<file path="src/rtl/tdm_demultiplexer_if.sv">
// ----------------------------------------------------------------------------
// tdm_demultiplexer_if
//   Bundles the serial sample stream and the demultiplexed frame outputs of
//   tdm_demultiplexer.
//
//   Signals
//     en          sample-valid; din/sync are meaningful only when en=1
//     sync        frame-start marker, marks din as the slot-0 bit
//     din         serial time-division data bit
//     err_clr     clears the sticky sync_err flag
//     y[3:0]      last complete frame, y[k] = bit received in slot k
//     frame_valid one-cycle pulse on each y update
//     slot[1:0]   slot the next qualified sample will occupy
//     sync_err    sticky flag, sync seen mid-frame
//
//   Modports
//     master  stream source: drives en/sync/din/err_clr, observes outputs
//     slave   the demultiplexer itself
// ----------------------------------------------------------------------------
interface tdm_demultiplexer_if;
    logic       en;
    logic       sync;
    logic       din;
    logic       err_clr;
    logic [3:0] y;
    logic       frame_valid;
    logic [1:0] slot;
    logic       sync_err;

    modport master (
        output en, sync, din, err_clr,
        input  y, frame_valid, slot, sync_err
    );

    modport slave (
        input  en, sync, din, err_clr,
        output y, frame_valid, slot, sync_err
    );
endinterface

</file>
<file path="src/rtl/tdm_demultiplexer.sv">
// ----------------------------------------------------------------------------
// tdm_demultiplexer
//   Four-channel time-division demultiplexer: the inverse of a 4-to-1 mux.
//   Each qualified serial bit is stored in the accumulator position given by
//   the slot counter. When slot 3 is filled, the full frame is published on
//   y together with a one-cycle frame_valid pulse. A sync marker forces the
//   current bit into slot 0. If sync arrives while a frame is partly
//   assembled, that partial frame is dropped and sync_err is raised.
//
//   Ports
//     clk    rising-edge clock
//     rst_n  synchronous active-low reset
//     bus    tdm_demultiplexer_if.slave (en, sync, din, err_clr in;
//            y, frame_valid, slot, sync_err out)
// ----------------------------------------------------------------------------
module tdm_demultiplexer (
    input  logic                  clk,
    input  logic                  rst_n,
    tdm_demultiplexer_if.slave    bus
);

    logic [3:0] acc_q, acc_d;
    logic [1:0] slot_q, slot_d;
    logic [3:0] y_q, y_d;
    logic       frame_valid_q, frame_valid_d;
    logic       sync_err_q, sync_err_d;
    logic       mid_frame_sync;

    always_comb begin
        acc_d          = acc_q;
        slot_d         = slot_q;
        y_d            = y_q;
        frame_valid_d  = 1'b0;
        mid_frame_sync = 1'b0;

        if (bus.en) begin
            if (bus.sync) begin
                // Realign: this bit starts a fresh frame in slot 0.
                acc_d          = {3'b000, bus.din};
                slot_d         = 2'd1;
                mid_frame_sync = (slot_q != 2'd0);
            end else begin
                acc_d[slot_q] = bus.din;
                slot_d        = slot_q + 2'd1;
                if (slot_q == 2'd3) begin
                    // Publish directly from din so the frame is visible one
                    // cycle after its last bit.
                    y_d           = {bus.din, acc_q[2:0]};
                    frame_valid_d = 1'b1;
                end
            end
        end

        // A new error in the same cycle as a clear must win.
        if (mid_frame_sync) begin
            sync_err_d = 1'b1;
        end else if (bus.err_clr) begin
            sync_err_d = 1'b0;
        end else begin
            sync_err_d = sync_err_q;
        end
    end

    always_ff @(posedge clk) begin
        if (!rst_n) begin
            acc_q         <= 4'b0000;
            slot_q        <= 2'd0;
            y_q           <= 4'b0000;
            frame_valid_q <= 1'b0;
            sync_err_q    <= 1'b0;
        end else begin
            acc_q         <= acc_d;
            slot_q        <= slot_d;
            y_q           <= y_d;
            frame_valid_q <= frame_valid_d;
            sync_err_q    <= sync_err_d;
        end
    end

    assign bus.y           = y_q;
    assign bus.frame_valid = frame_valid_q;
    assign bus.slot        = slot_q;
    assign bus.sync_err    = sync_err_q;

endmodule

</file>
<file path="src/flat_wrapper.sv">
// flat-port wrapper written by rule: the top's interface ports become plain ports
module tdm_demultiplexer_flat 
  (clk, rst_n, bus_en, bus_sync, bus_din, bus_err_clr, bus_y, bus_frame_valid, bus_slot, bus_sync_err);
  tdm_demultiplexer_if bus_i ();
  input  logic clk;
  input  logic rst_n;
  input wire logic [$bits(bus_i.en)-1:0] bus_en;
  input wire logic [$bits(bus_i.sync)-1:0] bus_sync;
  input wire logic [$bits(bus_i.din)-1:0] bus_din;
  input wire logic [$bits(bus_i.err_clr)-1:0] bus_err_clr;
  output wire logic [$bits(bus_i.y)-1:0] bus_y;
  output wire logic [$bits(bus_i.frame_valid)-1:0] bus_frame_valid;
  output wire logic [$bits(bus_i.slot)-1:0] bus_slot;
  output wire logic [$bits(bus_i.sync_err)-1:0] bus_sync_err;
  assign bus_i.en = bus_en;
  assign bus_i.sync = bus_sync;
  assign bus_i.din = bus_din;
  assign bus_i.err_clr = bus_err_clr;
  assign bus_y = bus_i.y;
  assign bus_frame_valid = bus_i.frame_valid;
  assign bus_slot = bus_i.slot;
  assign bus_sync_err = bus_i.sync_err;
  tdm_demultiplexer u_core (.clk(clk), .rst_n(rst_n), .bus(bus_i));
endmodule
</file>
<file path="config.mk">
export PLATFORM = sky130hd
export DESIGN_NAME = tdm_demultiplexer_flat
export DESIGN_NICKNAME = d
export VERILOG_FILES = /design/src/rtl/tdm_demultiplexer_if.sv /design/src/rtl/tdm_demultiplexer.sv /design/src/flat_wrapper.sv
export SDC_FILE = /design/constraint.sdc
export NUM_CORES = 1
export LEC_CHECK = 0
export BUFFER_PORTS_ARGS = -buffer_cell sky130_fd_sc_hd__clkbuf_2
export CAP_MARGIN = 20
export CELL_PAD_IN_SITES_DETAIL_PLACEMENT = 0
export CELL_PAD_IN_SITES_GLOBAL_PLACEMENT = 1
export CORE_AREA = 5 5 46 48
export CTS_CLUSTER_SIZE = 25
export DETAILED_ROUTE_END_ITERATION = 8
export DIE_AREA = 0 0 51 53
export PLACE_DENSITY_LB_ADDON = 0.1
export SYNTH_ARGS = -nofsm -noshare
export SYNTH_HDL_FRONTEND = slang
export SYNTH_SLANG_ARGS = --single-unit
</file>
<file path="constraint.sdc">
create_clock -name clk -period 1.07 [get_ports clk]
set_clock_uncertainty 0.05 [all_clocks]
set_input_delay 0.214 -clock clk [delete_from_list [all_inputs] [get_ports clk]]
set_output_delay 0.214 -clock clk [all_outputs]
set_load 0.02 [all_outputs]
</file>
# After elaboration in Yosys (flattened, before gate mapping)
# Cells that the tools add are included.
word_totals:
  reg_bits: 12
  out_inout_bits: 8
op_classes:
  addsub: 1
  order_cmp: 2
  n_eq_ne: 1
  n_mux: 10
  n_bitwise: 3
  reduce_logical: 5
op_table:
  columns: ["op", "n"]
  rows:
  - ["1-bit 2-to-1 mux", 6]
  - ["4-bit bitwise mux", 1]
  - ["4-bit 2-to-1 mux", 1]
  - ["2-bit nonzero test", 2]
  - ["2-bit by 3-bit < comparator with 1-bit output, second input constant", 1]
  - ["1-bit inverter", 3]
  - ["3-bit AND reduction", 1]
  - ["3-bit OR reduction", 1]
  - ["2-bit by 1-bit adder with 2-bit output, second input constant", 1]
  - ["1-bit demux with 2-bit select", 1]
  - ["2-bit equality test, second input constant", 1]
  - ["2-bit by 1-bit >= comparator with 1-bit output, second input constant", 1]
  - ["2-bit 2-to-1 mux", 1]
  - ["1-bit logical AND", 1]

# Depth between registers and ports, before layout
# Gate-level depths: netlist of run 1.
depth:
  ltp_word: 6
  depth_mapped: 4

# Worst setup path after synthesis of run 1
# Ideal clock, no wire load.
synth_timing:
  path_kind: "register to register"
  from: "reg u_core.slot_q[0], in the netlist u_core.bus.slot[0]"
  to: "reg u_core.acc_q[0]"
  setup_time_ps: 72
  t_arrival_ps: 1162
  path_slack_ps: -214
  stages_incl_launch_ff: 5
  path_buffers: 0
  period_less_slack_ps: 1284
  cell_sequence: "dfxtp_1 -> inv_1 -> ha_1 -> o21ai_0 -> mux2i_1"
synth_via:
  elab_chain_cells: 6
  elab_cells_between_ends: 7
  cone_classes: "2 x order compare; 4 x mux; 1 x reduce/logical"
synth_rtl:
  columns: ["element", "line_no", "source"]
  rows:
  - ["start: declaration", "tdm_demultiplexer.sv:23", "logic [1:0] slot_q, slot_d;"]
  - ["start signal: assignment", "tdm_demultiplexer.sv:73", "slot_q <= slot_d;"]
  - ["2-bit by 3-bit < comparator with 1-bit output (not written as such) / 2-bit by 1-bit >= comparator with 1-bit output (equally long branches)", "tdm_demultiplexer.sv:43", "acc_d[slot_q] = bus.din;"]
  - ["1-bit logical AND (not written as such)", "tdm_demultiplexer.sv:43", null]
  - ["1-bit 2-to-1 mux (not written as such)", "tdm_demultiplexer.sv:43", null]
  - ["1-bit demux with 2-bit select *", null, null]
  - ["4-bit bitwise mux *", "tdm_demultiplexer.sv:43", null]
  - ["4-bit 2-to-1 mux *", "tdm_demultiplexer.sv:37", "if (bus.sync) begin"]
  - ["end signal: assignment", "tdm_demultiplexer.sv:66", "acc_q <= 4'b0000;"]
  - ["end signal: assignment", "tdm_demultiplexer.sv:72", "acc_q <= acc_d;"]
  - ["end: declaration", "tdm_demultiplexer.sv:22", "logic [3:0] acc_q, acc_d;"]
# Every way passes the cells marked *; elsewhere a longest branch is shown, timed or not.
# A chain may end at the register's enable or synchronous reset.

# Worst setup path after layout of run 1
layout_timing:
  from: "reg u_core.slot_q[0], in the netlist u_core.bus.slot[0]"
  to: "out bus_slot[0]"
layout_lines:
  columns: ["element", "line_no", "source"]
  rows:
  - ["end: declaration", "flat_wrapper.sv:13", "output wire logic [$bits(bus_i.slot)-1:0] bus_slot;"]
# No word-level cell between the ends.

==> summary by stage, run 1 <==
Outcome
The flow ran to the end, but the final reports show violations. The checks that failed: negative setup slack.

Synth
The number of cells produced by synthesis is 52. After synthesis the netlist holds a flip-flop and latch count of 11. The share of the yosys chip area belonging to registers is 0.430. The number of nets in the synthesized netlist is 62. The netlist uses 17 different library cells. The number of warnings printed during yosys synthesis is 0. Dividing the synthesized area by the synthesized cell count gives 9.84 um2. In this run the cell area of the synthesized design comes to 512 um2.

Power
The analysis attributes to cell leakage a power of between 0.3 and 0.4 nW. Power spread over the standard cell area amounts to 1210 nW/um2. IR analysis of the VDD net gives a maximum drop of 0.535 mV.

Layout
The final cell count without fillers is between 80 and 90. For this run, the post-layout net count is 80. 0 antenna diodes ended up in the layout. Fill cells in the final layout number 184. Leaving out fill and tap cells, the most frequent cells in the layout are 10 x nand2_1, 9 x dfxtp_1, 8 x clkbuf_2. The leading cell type in the layout, fill and taps excluded is nand2_1.

Of the cells placed in the final design, the portion with a size suffix greater than 1 is 0.420. The area growth from synthesis to layout is 33.0%. Once layout is done, the placed cells without fillers occupy 681 um2.

Global routing
The met2 track utilization from global routing is 0.135. Across every metal layer, demand over resource in global routing totals 0.0888. The first global-routing pass estimated 1730 um of wire. The initial antenna violation count was 0. The met1 global-route usage is 0.0998. The number of global-route vias before repair is ~400.

In the global route stage, met3 resource usage came out at 0.0338. The highest-utilization routing layer at the global route stage is met2. The largest net degree at the start of global routing is 11. After global routing the overflow that remains totals 0.

Drt
In the routed design, unresolved DRC markers number 0. The first routing iteration left 5 violations. The detailed router placed 399 vias in this run. The routed wirelength normalized by instance count is 11.8 um.

The number of nets with antenna violations after detailed routing is 0. The detailed-routing iteration count for the pre-antenna-repair pass is 4. The number of vias per cell after detailed routing is 4.64.

The overall routed net length is 1020 um.

Die
After floorplanning, the core was divided into 15 placement rows. The die is 53 um tall. The die is between 50 and 60 um wide. The placeable core region is 1670 um2. Pin placement for this block handled 14 I/O pins.

The die covers 2700 um2. The initial utilization of the core area, before any placement, comes to 0.306.

Setup path
For this design, the slowest cell found on the critical path is dfxtp_4. The largest single stage delay on the critical path is 390 ps. The critical path goes through clkbuf_8. Measured in cells, the most critical reg-to-reg path has a length of 4. Broken down by cell family, the worst path's largest delay share belongs to flip-flops.

STA classifies the critical path endpoint as a primary output. The number of stages on the worst setup path is 1. The number of buffers and inverters on the critical path is 1. The data required time of the critical path is 810 ps. The worst setup path is of the flip-flop to primary output kind. Of all nets on the critical path, the largest fanout is 6. The endpoint arrival time on the critical path is 820 ps. The startpoint class of the critical path is a flip-flop.

STA
Static timing analysis puts the maximum clock frequency at between 900 and 1000 MHz. Across all setup checks in the final design, the least slack found is -13.7 ps. The actual slew at the worst max-slew pin is about 230 ps. The final number of max-transition violations was 0.

The final hold slack is 136 ps. The remaining max-slew budget at the tightest pin is 0.849. The clock period minus worst slack is 1080 ps.

The setup total negative slack is -13.7 ps. Setup violations remaining at the end of the flow were counted as 1. In the finished design, the share of the clock period the worst path needs comes to 1.01.

The hold violation total from the final report came to 0. Setup repair after global routing could not meet its margin everywhere.

CTS
The CTS sink count is 11. The clock tree from TritonCTS is yes. In this run the number of H-tree levels came out at 1. The source-to-sink clock delay at the later pin of the worst-skew pair is 280 ps. The number of CTS-inserted buffers is 3. The CTS root buffer is clkbuf_4. The worst-case clock buffer depth is 2. Clock-pin slew was measured on the worst setup and hold paths at 80 ps.

Place
The number of cells after detailed placement is 81. The post-detailed-placement cell area is 594 um2. The final weighted congestion in routability-driven placement is 0.675. The total of buffers placed on input and output ports is 13. The post-placement worst setup slack is ~9 ps.

Run
The number of maximum-capacitance constraint violations is 0.

Worst hold path
In this run the worst hold path is classified as primary input to flip-flop. The number of cells traversed by the worst hold path is 3.
-- cells by family (layout without fill, tap and decap cells) --
group	after synthesis	in the layout	synth area share
simple gates	20	20	0.232
flops	11	11	0.430
compound gates	7	7	0.0831
mux	5	5	0.0978
buf+inv	5	22	0.0587
fa+ha+maj	4	4	0.0978
-- metrics by stage --
stage	total power [mW]	util
global placement	0.522	0.356
detailed placement	0.521	0.356
floorplan	0.495	-
finish	0.822	0.407
global route	0.873	0.407
CTS	0.827	0.388
-- Yosys cell counts, drive strengths merged --
cell	instances	share of area
nand2	10	0.073
a21oi	2	0.020
nand2b	2	0.024
inv	3	0.022
buf	2	0.037
nand3b	4	0.083
dfxtp	11	0.43
mux2i	5	0.098
nor3	1	0.020
o22ai	2	0.024
ha	4	0.098
and3b	1	0.017
nor2	2	0.015
o21a	2	0.029
o21ai	1	0.0098
-- registers in the layout, indices dropped and copies added, names as in the netlist --
signal / count
u_core.bus.y: 4
u_core.acc_q: 3
u_core.bus.slot: 2
u_core.bus.frame_valid: 1
u_core.bus.sync_err: 1
-- final cells by class --
cell class,instances,area (um2),share of cell area
clock buffer,3,22.5,0.0331
clock inverter,1,5.00,0.00735
inverter,3,13.8,0.0202
multi-input combinational,36,287,0.421
sequential,11,228,0.335
tap,17,21.3,0.0312
timing repair buffer,15,104,0.153
-- routing by layer --
layer,up-vias,part of all wire
met3,3,0.083
met5,-,0
met2,14,0.41
met1,174,0.47
li1,208,-
met4,0,0.030
-- power by group --
part | switching [mW] | internal, mW
clock network | 0.152 | 0.139
logic | 0.0539 | 0.0499
registers | 0.0102 | 0.417
total | 0.216 | 0.606
-- final timing paths --
check	start	to	slack [ps]
hold reg to reg	u_core.bus.y[1]	u_core.bus.y[1]	410
setup reg to reg	u_core.bus.slot[1]	u_core.acc_q[1]	20
hold / removal	bus_err_clr	u_core.bus.sync_err	140
setup / recovery	u_core.bus.slot[0]	bus_slot[0]	-10
-- what timing repair did --
| item | in CTS | in global routing |
|---|---|---|
| endpoints found under the hold margin | 0 | 0 |
| gates cloned | 0 | 0 |
| hold buffers | 0 | 0 |
| pin swaps | 0 | 1 |
| resized for setup | 7 | 11 |
| buffers inserted | 0 | 1 |
| setup endpoints to repair | 4 | 12 |
Note: power is estimated with default switching activity, not from simulation.
==> run 2, diff against run 1 <==
--- a/config.mk
+++ b/config.mk
@@ -9,10 +9,10 @@
 export CAP_MARGIN = 20
 export CELL_PAD_IN_SITES_DETAIL_PLACEMENT = 0
 export CELL_PAD_IN_SITES_GLOBAL_PLACEMENT = 1
-export CORE_AREA = 5 5 46 48
+export CORE_AREA = 5 5 48 50
 export CTS_CLUSTER_SIZE = 25
 export DETAILED_ROUTE_END_ITERATION = 8
-export DIE_AREA = 0 0 51 53
+export DIE_AREA = 0 0 53 55
 export PLACE_DENSITY_LB_ADDON = 0.1
 export SYNTH_ARGS = -nofsm -noshare
 export SYNTH_HDL_FRONTEND = slang
==> summary by stage, run 2 (synthesis gave the netlist of run 1 again) <==
Drt
After the first detailed-routing iteration, the DRC count stood at 5. The number of nets with antenna violations after detailed routing is 0. After detailed routing, the average wire length per cell comes to around 11 um. The detailed-routing iteration count for the pre-antenna-repair pass is 2.

Detailed routing inserted a total of 398 vias. Dividing the detail-routed via count by the number of cells gives about 4.2. After detailed routing, the total wire length is just over 1000 um.

The count of unresolved DRC violations after routing is 0.

Setup path
The delay of the slowest cell on the worst path is between 300 and 400 ps. The startpoint class of the critical path is a flip-flop. For the worst setup path, the data required time is 810 ps. Along the worst path, the maximum fanout reaches 6.

The internal reg-to-reg setup slack is 20 ps. The setup path with the least slack is of type flip-flop to primary output. In this design, the largest share of critical-path delay is due to flip-flops. The number of buffers and inverters on the critical path is 1. STA puts the critical path data arrival time at 790 ps. Walking the worst path, the cells encountered are clkbuf_8. The cell with the biggest individual delay on the critical path is dfxtp_4.

The worst setup path is captured at a primary output.

Global routing
The remaining global-route overflow is 0. The number of global-route vias before repair was 381. The first-pass GRT wire length is roughly 1700 um. The initial antenna violation count is 0. The largest net degree at the start of global routing is 12. Across every metal layer, demand over resource in global routing totals 0.0848.

Layout
Leaving out fill and tap cells, the most frequent cell in the layout is nand2_1. The post-layout utilization of the core is 0.355. The fraction of layout cells with a size suffix above 1 is 0.388. Fill cells in the final layout number roughly 210. The library cells used most frequently in the layout, excluding fill and tap cells, are 10 x nand2_1, 9 x dfxtp_1, 7 x clkbuf_2.

Excluding fillers, the count of instances in the completed layout stands at 94. The flip-flop count of the largest register, all copies and words added is 4. The area added between synthesis and finish is 29.1%. The summed area of non-filler cells in the final layout is between 600 and 700 um2. The final net count is between 70 and 80. The diode insertion count for antenna repair is 0.

STA
At the pin with the least slew margin, the transition time is ~240 ps. Timing would allow up to 945 MHz. The final number of max-transition violations is 0. The setup total negative slack is 0 ps. Setup repair after global routing could not meet its margin everywhere. The clock period minus worst slack is 1060 ps.

The final worst-path setup slack is about 12 ps. The share of the clock period used by the worst path is 0.989. The final hold slack is 171 ps.

Measured against its own limit, the worst slew margin works out to 0.841. The final setup violation count is 0. The hold violation total from the final report is 0.

CTS
At the later pin of the worst-skew pair, clock insertion delay measures 260 ps. Hold repair after CTS inserted 0 buffers. The number of setup buffers added after CTS is 0.

The number of CTS-inserted buffers is 3. Clock-pin slew was measured on the worst setup and hold paths at 70 ps. The CTS root buffer is clkbuf_4.

CTS built an H-tree with a depth of 1. TritonCTS built the clock tree. Counting every sink on the clock net gives 11.

The worst-case clock buffer depth is 2.

Outcome
The run finished with clean final reports.

Place
The final weighted congestion in routability-driven placement is 0.642. In this run, placement finished with an instance count of 90. Buffers placed on the I/O ports in this run total 13. Summing all placed instances gives a cell area of 599 um2. Timing analysis after detailed placement gives a worst setup slack of -3.85 ps.

The placed wire-length estimate is 756 um.

Die
The overall die height is 55 um. The total area inside the core boundary comes to around 1900 um2. For this configuration, the core starts out at a cell density of 0.275.

The floorplan die width is 53 um. The number of I/O pins is 14. The floorplan die area is 2920 um2.

The number of cell rows is 16.

Power
The power density over the cells is 1210 nW/um2. The maximum VDD drop is 0.832 mV. The static power due to leakage is 0.313 nW. The power consumption is 0.799 mW.

Run
Across the run, the number of max-cap violations was 0.

Worst hold path
The class of the tightest hold or removal check is primary input to flip-flop.
## run 2: what timing repair did
item	CTS	global route
resized for setup	5	12
pin swaps	0	2
setup endpoints to repair	3	14
## run 2: final timing paths
path / from / to / depth (start not counted)
max: u_core.bus.slot[0] / bus_slot[0] / 1
min: bus_din / u_core.acc_q[0] / 3
max reg2reg: u_core.bus.slot[1] / u_core.bus.slot[1] / 4
min reg2reg: u_core.bus.y[2] / u_core.bus.y[2] / 2
## run 2: layer usage
metal / up-vias / track usage / part of all wire
met5: - / 0 / 0
met3: 0 / 0.0590 / 0.078
met4: 0 / 0.0128 / 0
met2: 11 / 0.132 / 0.42
li1: 207 / - / -
met1: 180 / 0.0971 / 0.50
## run 2: power by group
part           total [mW]  switching [mW]  internal, mW
Combinational      0.0936          0.0500        0.0436
Clock               0.279           0.134         0.144
Sequential          0.427          0.0101         0.417
Total               0.799           0.195         0.605
## run 2: area by class of cell
type                            count  area, um2  area share
Multi-Input combinational cell     36        273       0.413
Sequential cell                    11        228       0.345
Timing Repair Buffer               13       88.8       0.134
Tap cell                           27       33.8      0.0511
Clock buffer                        4       26.3      0.0398
Inverter                            3       11.3      0.0170
==> run 3, diff against run 2 <==
==> constraint.sdc (replaced) <==
create_clock -name clk -period 1 [get_ports clk]
set_clock_uncertainty 0.05 [all_clocks]
set_input_delay 0.2 -clock clk [delete_from_list [all_inputs] [get_ports clk]]
set_output_delay 0.2 -clock clk [all_outputs]
set_load 0.02 [all_outputs]
==> summary by stage, run 3 (synthesis gave the netlist of run 1 again) <==
Place
The placed wire-length estimate is approximately 800 um. Including well taps, the total number of placed cells is 91. The congestion estimate from routability-driven global placement came to 0.685. Once placement finished, the instance area stood at 616 um2.

Buffers placed on the I/O ports in this run total 13.

CTS
The clock reaches the later pin of the worst-skew pair after 270 ps. Counting along the longest clock path gives a buffer depth of 2. After clock tree synthesis, the clock-pin slew on the worst setup and hold paths is approximately 70 ps.

The CTS root buffer is clkbuf_4. The clock tree from TritonCTS is yes. The number of CTS-inserted buffers is 3.

The total of hold buffers inserted after clock tree synthesis is 0. The clock drives 11 sinks. The H-tree depth is 1.

Layout
Once layout is done, the placed cells without fillers occupy 795 um2. The final cell count without fillers is slightly below 100. Compared with the post-synthesis result, the final layout area differs by 55.3%.

Of the cells placed in the final design, the portion with a size suffix greater than 1 is 0.500. The flip-flop count of the largest register, all copies and words added is 4. The leading cell type in the layout, fill and taps excluded is nand2_1. The number of antenna diodes in the final layout is 0. Counting the fill cells in the layout gives approximately 190. The final net count is 83.

Leaving out fill and tap cells, the most frequent cells in the layout are 10 x nand2_1, 7 x buf_8, 5 x mux2i_1, 5 x clkbuf_2, 5 x dfxtp_2.

Global routing
The remaining global-route overflow is 0. The number of global-route vias before repair is roughly 400. In the global route stage, overall resource usage came out at 0.0868. The largest net degree at the start of global routing is 12. The initial antenna violation count came to 0. The first-pass GRT wire length is 1700 um.

Die
The floorplan step defined a die boundary enclosing 2920 um2. The starting density of the core is 0.275. The number of I/O pins is 14.

The total area inside the core boundary comes to between 1500 and 2000 um2. Measured along the x axis, the die boundary spans 53 um. The number of cell rows is 16.

The overall die height is 55 um.

Drt
The first detailed-routing pass took 4 iterations. The overall routed net length is 1090 um. The DRC violation total after the first TritonRoute iteration is 2.

The detail route stage leaves a number of antenna-violating nets equal to 0. The total via count in the routed design is 426. Dividing the detail-routed via count by the number of cells gives 4.30. For this run, design rule violations remaining after detail routing come to 0. The routed wirelength normalized by instance count is 11.0 um.

STA
The worst path in the final design needs a cycle of 1110 ps, including I/O delays and setup. Setup violations remaining at the end of the flow were counted as 11. Setup repair after global routing could not meet its margin everywhere. The final number of max-transition violations came to 0. The share of the clock period used by the worst path is 1.11. The final worst-path setup slack is -108 ps.

The hold violation total from the final report is 0. Headroom to the max-slew limit came out at 0.827. Static timing analysis puts the maximum clock frequency at 902 MHz. For the pin with the worst max-slew slack, the measured transition is between 200 and 300 ps.

Setup path
The worst setup path is launched from a flip-flop. For the worst setup path, the data required time is approximately 750 ps. The cell with the biggest individual delay on the critical path is dfxtp_4. Walking the worst path, the cells encountered are buf_6 -> buf_8. The critical path in this run is classified as flip-flop to primary output. The largest driver fanout on the critical path is 3. At the worst endpoint, the arrival time is 860 ps. The worst setup path is captured at a primary output. In this design, the stage delay of the slowest critical-path cell is 360 ps.

Worst hold path
The worst hold path belongs to the class primary input to flip-flop.

Power
In this run the static leakage power is 0.361 nW. Total power for the finished layout comes to slightly above 0.9 mW. The maximum VDD drop is 0.445 mV. Power spread over the standard cell area amounts to about 1100 nW/um2.

Run
Across the run, the number of max-cap violations was 0.

Outcome
The run finished, with violations left. The checks that failed: negative setup slack.
-- run 3: cell count changes in the layout (fill, tap and decap cells not counted), sizes merged --
cell	previous run	this run
buf	5	13
clkbuf	12	9
-- run 3: worst max-delay path: cells and delay by family (launching register included) --
family | cells | cell delay, ps
DFF | 1 | 360
buffers and inverters | 2 | 240
-- run 3: where the power goes --
part / switching (mW) / leakage (nW) / internal, mW / total, mW
sequential: 0.00952 / 0.0931 / 0.446 / 0.456
combinational: 0.0695 / 0.252 / 0.0746 / 0.144
clock: 0.153 / 0.0150 / 0.154 / 0.308
total: 0.232 / 0.361 / 0.675 / 0.908
-- run 3: layout make-up --
class                   instances  area, um2  share of cell area
inverters                       3       13.8              0.0173
well taps                      27       33.8              0.0425
clock buffers                   4       26.3              0.0331
flip-flops and latches         11        234               0.294
repair buffers                 18        186               0.235
multi-input cells              36        300               0.378
-- run 3: through the flow --
step	util	hold slack [ps]	setup WS, ps	TNS, ps
after floorplan	-	311	-10.9	-17.2
after global placement	0.331	402	-28.1	-36.9
after detailed placement	0.331	403	-25.1	-40.1
after CTS	0.392	141	-127	-1000
after global routing	0.427	136	-140	-1350
final	0.427	144	-108	-775
-- run 3: metal layers --
| metal | share of wire | track usage |
|---|---|---|
| met5 | 0 | 0 |
| met4 | 0.027 | 0.0766 |
| met3 | 0.068 | 0.0375 |
| met2 | 0.44 | 0.130 |
| met1 | 0.47 | 0.0932 |
-- run 3: path summary, 6_finish.rpt --
kind         depth (start not counted)                  end  slack [ps]                from
max                                  2          bus_slot[0]        -110  u_core.bus.slot[0]
max reg2reg                          4      u_core.bus.y[1]         -90  u_core.bus.slot[0]
min reg2reg                          2      u_core.bus.y[0]         420     u_core.acc_q[0]
min                                  3  u_core.bus.sync_err         140         bus_err_clr
-- run 3: what timing repair did --
item,4_1_cts,5_1_grt
buffers inserted,2,2
pin swaps,1,1
resized for setup,21,15
setup endpoints to repair,14,19
